**config.mk**
```make
export PLATFORM = sky130hd
export DESIGN_NAME = stream_rx_buffer
export DESIGN_NICKNAME = d
export VERILOG_FILES = /design/src/rtl/stream_pkg.sv /design/src/rtl/rx_fifo_mem.sv /design/src/rtl/stream_rx_buffer.sv
export SDC_FILE = /design/constraint.sdc
export NUM_CORES = 1
export LEC_CHECK = 0
export ABC_AREA = 1
export CORE_UTILIZATION = 48
export DETAILED_ROUTE_END_ITERATION = 10
export PLACE_DENSITY = 0.83
export SLEW_MARGIN = 20
export SYNTH_ARGS = -nofsm -noshare
export SYNTH_HDL_FRONTEND = slang
export SYNTH_SLANG_ARGS = --single-unit
```
**constraint.sdc**
```tcl
create_clock -name clk -period 2.1 [get_ports clk]
set_clock_uncertainty 0.05 [all_clocks]
set_input_delay 0.21 -clock clk [delete_from_list [all_inputs] [get_ports clk]]
set_output_delay 0.21 -clock clk [all_outputs]
set_load 0.005 [all_outputs]
```
**src/rtl/stream_pkg.sv**
```systemverilog
// Shared types, widths and sizing helpers for the stream receive buffer.
package stream_pkg;

    localparam int DROP_CNT_W = 8;

    typedef struct packed {
        logic                  ovf;
        logic [DROP_CNT_W-1:0] drops;
    } rx_status_t;

    // Pointer width: one extra bit beyond the index distinguishes full from empty.
    function automatic int ptr_w(input int depth);
        return $clog2(depth) + 1;
    endfunction

endpackage

```
**src/rtl/rx_fifo_mem.sv**
```systemverilog
// DEPTH x WIDTH storage array: one synchronous write port, asynchronous read port.
module rx_fifo_mem #(
    parameter int WIDTH = 8,
    parameter int DEPTH = 4
) (
    input  logic                     clk,
    input  logic                     we,
    input  logic [$clog2(DEPTH)-1:0] waddr,
    input  logic [WIDTH-1:0]         wdata,
    input  logic [$clog2(DEPTH)-1:0] raddr,
    output logic [WIDTH-1:0]         rdata
);

    logic [WIDTH-1:0] mem_q [DEPTH];

    // Storage is deliberately not reset; validity is tracked by the pointers.
    always_ff @(posedge clk) begin
        if (we) begin
            mem_q[waddr] <= wdata;
        end
    end

    assign rdata = mem_q[raddr];

endmodule

```
**src/rtl/stream_rx_buffer.sv**
```systemverilog
// Captures free-running data/valid beats into a small FIFO and re-presents them
// on a valid/ready interface, counting beats that arrive while full.
module stream_rx_buffer
    import stream_pkg::*;
#(
    parameter int WIDTH = 8,
    parameter int DEPTH = 4
) (
    input  logic                     clk,
    input  logic                     rst_n,
    input  logic                     enable,
    input  logic                     in_valid,
    input  logic [WIDTH-1:0]         in_data,
    output logic                     out_valid,
    input  logic                     out_ready,
    output logic [WIDTH-1:0]         out_data,
    output logic [$clog2(DEPTH):0]   level,
    output logic                     overflow,
    output logic [DROP_CNT_W-1:0]    drop_cnt,
    input  logic                     clr_status
);

    localparam int PW = ptr_w(DEPTH);
    localparam int AW = PW - 1;
    localparam logic [PW-1:0] PTR_ONE = PW'(1);
    localparam logic [DROP_CNT_W-1:0] DROP_MAX = {DROP_CNT_W{1'b1}};
    localparam logic [DROP_CNT_W-1:0] DROP_ONE = DROP_CNT_W'(1);

    logic [PW-1:0]    wr_ptr_q, wr_ptr_d;
    logic [PW-1:0]    rd_ptr_q, rd_ptr_d;
    rx_status_t       status_q, status_d;

    logic             empty_s;
    logic             full_s;
    logic             push_s;
    logic             pop_s;
    logic             write_s;
    logic             drop_s;
    logic [WIDTH-1:0] rd_data_s;

    // Occupancy is implied entirely by the pointer difference.
    assign empty_s = (wr_ptr_q == rd_ptr_q);
    assign full_s  = (wr_ptr_q[PW-1] != rd_ptr_q[PW-1]) &&
                     (wr_ptr_q[AW-1:0] == rd_ptr_q[AW-1:0]);

    assign push_s  = in_valid & enable;
    assign pop_s   = ~empty_s & out_ready;
    assign write_s = push_s & (~full_s | pop_s);
    assign drop_s  = push_s & full_s & ~pop_s;

    rx_fifo_mem #(
        .WIDTH (WIDTH),
        .DEPTH (DEPTH)
    ) u_mem (
        .clk   (clk),
        .we    (write_s),
        .waddr (wr_ptr_q[AW-1:0]),
        .wdata (in_data),
        .raddr (rd_ptr_q[AW-1:0]),
        .rdata (rd_data_s)
    );

    // Next-state for pointers and sticky status; a drop overrides a same-cycle clear.
    always_comb begin
        wr_ptr_d = wr_ptr_q;
        rd_ptr_d = rd_ptr_q;
        status_d = status_q;
        if (write_s) begin
            wr_ptr_d = wr_ptr_q + PTR_ONE;
        end else begin
            wr_ptr_d = wr_ptr_q;
        end
        if (pop_s) begin
            rd_ptr_d = rd_ptr_q + PTR_ONE;
        end else begin
            rd_ptr_d = rd_ptr_q;
        end
        if (clr_status) begin
            status_d.ovf   = drop_s;
            status_d.drops = drop_s ? DROP_ONE : {DROP_CNT_W{1'b0}};
        end else if (drop_s) begin
            status_d.ovf   = 1'b1;
            status_d.drops = (status_q.drops == DROP_MAX) ? DROP_MAX
                                                          : status_q.drops + DROP_ONE;
        end else begin
            status_d = status_q;
        end
    end

    // State registers; rst_n is expected to be released synchronously upstream.
    always_ff @(posedge clk or negedge rst_n) begin
        if (!rst_n) begin
            wr_ptr_q <= {PW{1'b0}};
            rd_ptr_q <= {PW{1'b0}};
            status_q <= '{ovf: 1'b0, drops: {DROP_CNT_W{1'b0}}};
        end else begin
            wr_ptr_q <= wr_ptr_d;
            rd_ptr_q <= rd_ptr_d;
            status_q <= status_d;
        end
    end

    // Outputs depend only on registered state, so reset clears them at once.
    assign out_valid = ~empty_s;
    assign out_data  = empty_s ? {WIDTH{1'b0}} : rd_data_s;
    assign level     = wr_ptr_q - rd_ptr_q;
    assign overflow  = status_q.ovf;
    assign drop_cnt  = status_q.drops;

endmodule

```
# Yosys cells after proc, flatten, opt, wreduce, memory -nomap -nowiden
# Memories as Yosys holds them, arrays and structs flattened.
# Index checks and enable logic that the tools add are counted.
# W data, S select, Z words.
# word_totals
out_inout_bits,21
ramBits,32
inputBits,14
ff_bits,15
mem_count,1
wordCells,31
# mem_list
memory,words,width,read_ports,rd_clocked_by_memory_dff,write_ports,line_no,source
u_mem.mem_q,4,8,1,0,1,rx_fifo_mem.sv:14,logic [WIDTH-1:0] mem_q [DEPTH];
# op_classes
eq_ne,4
n_reduce_logical,2
addsub,4
n_mux,7
bitwise,9
# ops
op,n
$mux W9,2
$mux W8,2
$add A8 B1 Y8 const B,1
$eq A8 B8 Y1 const B,1
$add A3 B1 Y3 const B,2
$and A1 B1 Y1,5
$eq A3 B3 Y1,1
$mux W1,3
$not A1 Y1,3
$sub A3 B3 Y3,1
$eq A2 B2 Y1,1
$reduce_bool A2 Y1,1
$logic_and A1 B1 Y1,1
$ne A1 B1 Y1,1
$or A1 B1 Y1,1

# Longest topological paths before layout
# depth
ltp_word,7
ltp_mapped,12

# By module
# Synthesis repeated with hierarchy kept, for this count alone.
# hier_totals
cells_unflattened,273
area_unflattened_um2,2461.1
# by_module_without_submodules
module,area_each_um2,seq_area_each_um2,n_inst,cells_per_inst
rx_fifo_mem,1387.6,960.9,1,133
stream_rx_buffer,1073.5,375.4,1,140

# Worst setup path before layout
# Ideal clock, no wire load.
# synth_path
kind,flip-flop to flip-flop
startpoint,reg rd_ptr_q[1]
endpoint,mem u_mem.mem_q[3][0] (enable)
arrival_ns,1.781
path_buffers,1
synth_period_minus_slack_ns,2.205
path_stages_with_launch,9
slack_ns,-0.105
setup_time_ns,0.374
path_cell_list,dfrtp_1 buf_4 clkinv_1 ha_1 nand2_2 inv_2 nand3_1 nand2_2 nor2_1
# synth_via
elab_chain_len,7
# synth_lines
element,line_no,source
start: declaration,stream_rx_buffer.sv:30,"logic [PW-1:0] rd_ptr_q, rd_ptr_d;"
start signal: assignment,stream_rx_buffer.sv:94,rd_ptr_q <= {PW{1'b0}};
start signal: assignment,stream_rx_buffer.sv:98,rd_ptr_q <= rd_ptr_d;
$eq A3 B3 Y1 or $eq A2 B2 Y1 (tied branches),"stream_rx_buffer.sv:42, stream_rx_buffer.sv:44",
$not A1 Y1 or $logic_and A1 B1 Y1 (tied branches),"stream_rx_buffer.sv:47, stream_rx_buffer.sv:43",
$and A1 B1 Y1 or $not A1 Y1 (tied branches),"stream_rx_buffer.sv:47, stream_rx_buffer.sv:48",
$or A1 B1 Y1 *,stream_rx_buffer.sv:48,assign write_s = push_s & (~full_s | pop_s);
$and A1 B1 Y1 *,stream_rx_buffer.sv:48,
$mux W1 *,rx_fifo_mem.sv:18,if (we) begin
$mux W1 (not written as such) *,rx_fifo_mem.sv:19,mem_q[waddr] <= wdata;
end: declaration,rx_fifo_mem.sv:14,
# Every way passes the cells marked *; elsewhere a longest branch is shown, timed or not.

# Worst setup path after layout
# layout_path
startpoint,reg rd_ptr_q[1]
endpoint,out level[2]
# layout_via
elab_chain_len,1
# layout_lines
element,line_no,source
$sub A3 B3 Y3,stream_rx_buffer.sv:106,assign level = wr_ptr_q - rd_ptr_q;
end: declaration,stream_rx_buffer.sv:17,"output logic [$clog2(DEPTH):0] level,"
# No other way between the ends.

==> impl_metrics.env <==
export IMPL_status="complete, but fails checks"
export IMPL_violations="design-rule violations"
export IMPL_p_per_area_nw_per_um2=1200
export IMPL_cts_buffer_depth=2
export IMPL_timing_final_crit_period_ns=2.01
export IMPL_cts_tree="yes"
export IMPL_die_w_um=70.7
export IMPL_fin_total_pwr_mw=3.36
export IMPL_synthCells=235
export IMPL_synth_area_um2=2270
export IMPL_grt_pass1_wl_um=7290
export IMPL_preCtsSetupSlack_ns=0.0485
export IMPL_firstDrtPassIters=7
export IMPL_final_area_um2=2810
export IMPL_initial_core_util_pct=51.0
export IMPL_cp_data_required_time_ns=1.84
export IMPL_slew_headroom_pct=51.7
export IMPL_path_max_fanout=4
export IMPL_synth_area_leaders="edfxtp_1 42%, dfrtp_1 17%, nor2_1 8.1%"
export IMPL_synth_xor_area_share_pct=2.32
export IMPL_num_antenna_cells=0
export IMPL_synth_edff_count=32
export IMPL_drtAntennaViolNets=0
export IMPL_dpl_instance_area_um2=2700
export IMPL_yosys_area_share_simple_pct=20.3
export IMPL_vias=1718
export IMPL_gr_total_overflow=0
export IMPL_drt_wirelength_per_cell_um=13.4
export IMPL_grt_setup_unrepaired="yes"
export IMPL_path_buf_inv=2
export IMPL_synth_adder_area_share_pct=5.30
export IMPL_hold_class="primary input to async pin"
export IMPL_stdcell_count=335
export IMPL_multiInputGateArea_um2=792
export IMPL_synth_warnings=0
export IMPL_whs_ns=0.289
export IMPL_ctsRootBufferMaster="clkbuf_8"
export IMPL_coreArea_um2=4440
export IMPL_synth_seq_cells=47
export IMPL_synth_nets=258
export IMPL_yosysUniqueCellTypes=23
export IMPL_clk_latency_ns=0.30
export IMPL_worstPathCellList="buf_6 -> fa_1 -> xor2_1 -> dlygate4sd2_1"
export IMPL_p_leak_nw=1.21
export IMPL_slew_violations=0
export IMPL_worst_pin_slew_ns=0.722
export IMPL_initialDrtViolationCount=86
export IMPL_dp_cells=324
export IMPL_grt_usage_pct=19.2
export IMPL_synth_top_family_by_area="simple AND/OR/NAND/NOR gates"
export IMPL_cp_end_kind="primary output"
export IMPL_ir_worst_vdd_mv=0.922
export IMPL_nFillCells=352
export IMPL_rows=24
export IMPL_cts_sinks=47
export IMPL_clkTransAtPathRegs_ns=0.09
export IMPL_synth_main_ff_cell="edfxtp_1"
export IMPL_dp_hpwl_um=3110
export IMPL_layout_nets=305
export IMPL_cts_buffers=5
export IMPL_period_share_pct=95.7
export IMPL_viasPerCell=5.13
export IMPL_reg2reg_slack_ns=0.25
export IMPL_gp_congestion=0.803
export IMPL_wl_um=4480
export IMPL_area_delta_synth_final_pct=23.9
export IMPL_async_reset_ff_share_pct=31.9
export IMPL_slowest_stage="dfrtp_1"
export IMPL_die_h_um=70.7
export IMPL_crit_arrival_ns=1.75
export IMPL_path_class="flip-flop to primary output"
export IMPL_drc_errors=2
export IMPL_max_stage_delay_ns=0.43
export IMPL_synthMuxAreaShare_pct=0
export IMPL_finalHoldViolCount=0
export IMPL_synth_top_area_share_pct=42.4
export IMPL_drive_gt1_share_pct=12.4
export IMPL_synth_compound_gate_area_share_pct=6.84
export IMPL_antenna_found_initial=0
export IMPL_seq_area_um2=1340
export IMPL_grt_max_degree=20
export IMPL_grt_pass1_vias=1617
export IMPL_h_tree_depth=2
export IMPL_yosysSeqAreaShare_pct=58.9
export IMPL_pin_count=35
export IMPL_syn_area_per_cell_um2=9.65
export IMPL_drv_cap=0
export IMPL_io_buffers=34
export IMPL_crit_family="flip-flops"
export IMPL_setup_viol=0
export IMPL_synth_area_leader_cell="edfxtp_1"
export IMPL_layout_setup_ws_ns=0.0908
export IMPL_die_area_um2=5000
export IMPL_start_kind="flip-flop"
export IMPL_max_freq_ghz=0.498
[path summary, 6_finish.rpt]
kind / from / end / depth (start not counted)
max in group asynchronous: rst_n / rd_ptr_q[2] / 1
worst max register to register: rd_ptr_q[1] / u_mem.mem_q[3][2] / 8
worst min register to register: overflow / overflow / 2
worst max-delay path: rd_ptr_q[1] / level[2] / 4
worst min-delay path: rst_n / rd_ptr_q[0] / 1
min in group clk: overflow / overflow / 2
[layer usage]
layer / wire (um) / up-vias / GRT usage [%] / share of wire [%]
met5: 0 / - / 0 / 0
met4: 34 / 0 / 6.89 / 0.76
met3: 220 / 4 / 4.27 / 4.9
met2: 2260 / 57 / 32.3 / 50
met1: 1970 / 800 / 24.8 / 44
li1: - / 857 / - / -
[worst register-to-register path: stages (launching register included)]
cell	delay (ns)
dfrtp_1	0.43
clkinv_2	0.08
ha_1	0.30
nand2_2	0.10
inv_2	0.04
nand3_1	0.08
nand2_2	0.13
nor2_2	0.15
buf_4	0.19
[state kept, by name, summed over array words and instances (netlist names)]
| signal | count |
|---|---|
| drop_cnt | 8 |
| wr_ptr_q | 3 |
| rd_ptr_q | 3 |
| u_mem.mem_q | 32 |
| overflow | 1 |
[cells in the mapped netlist (2+ instances only)]
master	number
o21ai_0	21
xor2_1	5
nand2_1	40
ha_1	8
nand2_2	4
edfxtp_1	32
dfrtp_1	15
nor2_1	49
inv_1	21
nor2_2	2
a21oi_1	10
buf_6	2
inv_2	4
nand3_1	12
buf_4	2
[power breakdown]
part | total (mW) | internal [mW] | leakage (nW) | switching, mW
clock network | 0.532 | 0.239 | 0.0454 | 0.293
registers | 1.23 | 1.14 | 0.487 | 0.0921
logic | 1.60 | 0.741 | 0.681 | 0.863
total | 3.36 | 2.11 | 1.21 | 1.25
[layout by cell type, fill, tap and decap left out, types with 2 or more instances in the layout]
cell,instances
buf_4,11
ha_1,7
o21ai_0,21
edfxtp_1,32
clkdlybuf4s50_1,23
nor2_1,48
inv_2,4
nand3_1,12
inv_1,20
a21oi_1,10
clkdlybuf4s15_1,3
xor2_1,5
dlygate4sd2_1,8
nor2_2,3
dfrtp_1,15
nand2_1,40
clkbuf_8,5
nand2_2,4
clkinv_4,2
[final cells by class]
| type | instances | area share, % |
|---|---|---|
| Tap cell | 52 | 2.32 |
| Sequential cell | 47 | 47.6 |
| Timing Repair Buffer | 46 | 15.1 |
| Inverter | 26 | 3.61 |
| Clock buffer | 6 | 2.58 |
| Multi-Input combinational cell | 156 | 28.2 |
| Clock inverter | 2 | 0.624 |
[kinds of logic (layout without fill, tap and decap cells)]
kind of cell / count (synthesis) / after routing
flops: 47 / 47
buf+inv: 32 / 80
compound gates: 31 / 31
fa+ha+maj: 9 / 9
simple gates: 110 / 110
xor+xnor: 6 / 6
[per-stage QoR]
step	utilization [%]	TNS, ns
2_1_floorplan	-	-1.95
3_3_place_gp	60.7	0
3_5_place_dp	60.7	0
4_1_cts	63.0	0
5_1_grt	63.2	-0.00640
6_report	63.2	0
[what timing repair did]
action / 4_1_cts / 5_1_grt
gates cloned: 0 / 0
endpoints found under the setup margin: 11 / 7
hold buffers: 0 / 0
resized for setup: 16 / 3
setup buffers: 2 / 1
pin swaps: 1 / 0
Note: power is estimated with default switching activity, not from simulation.
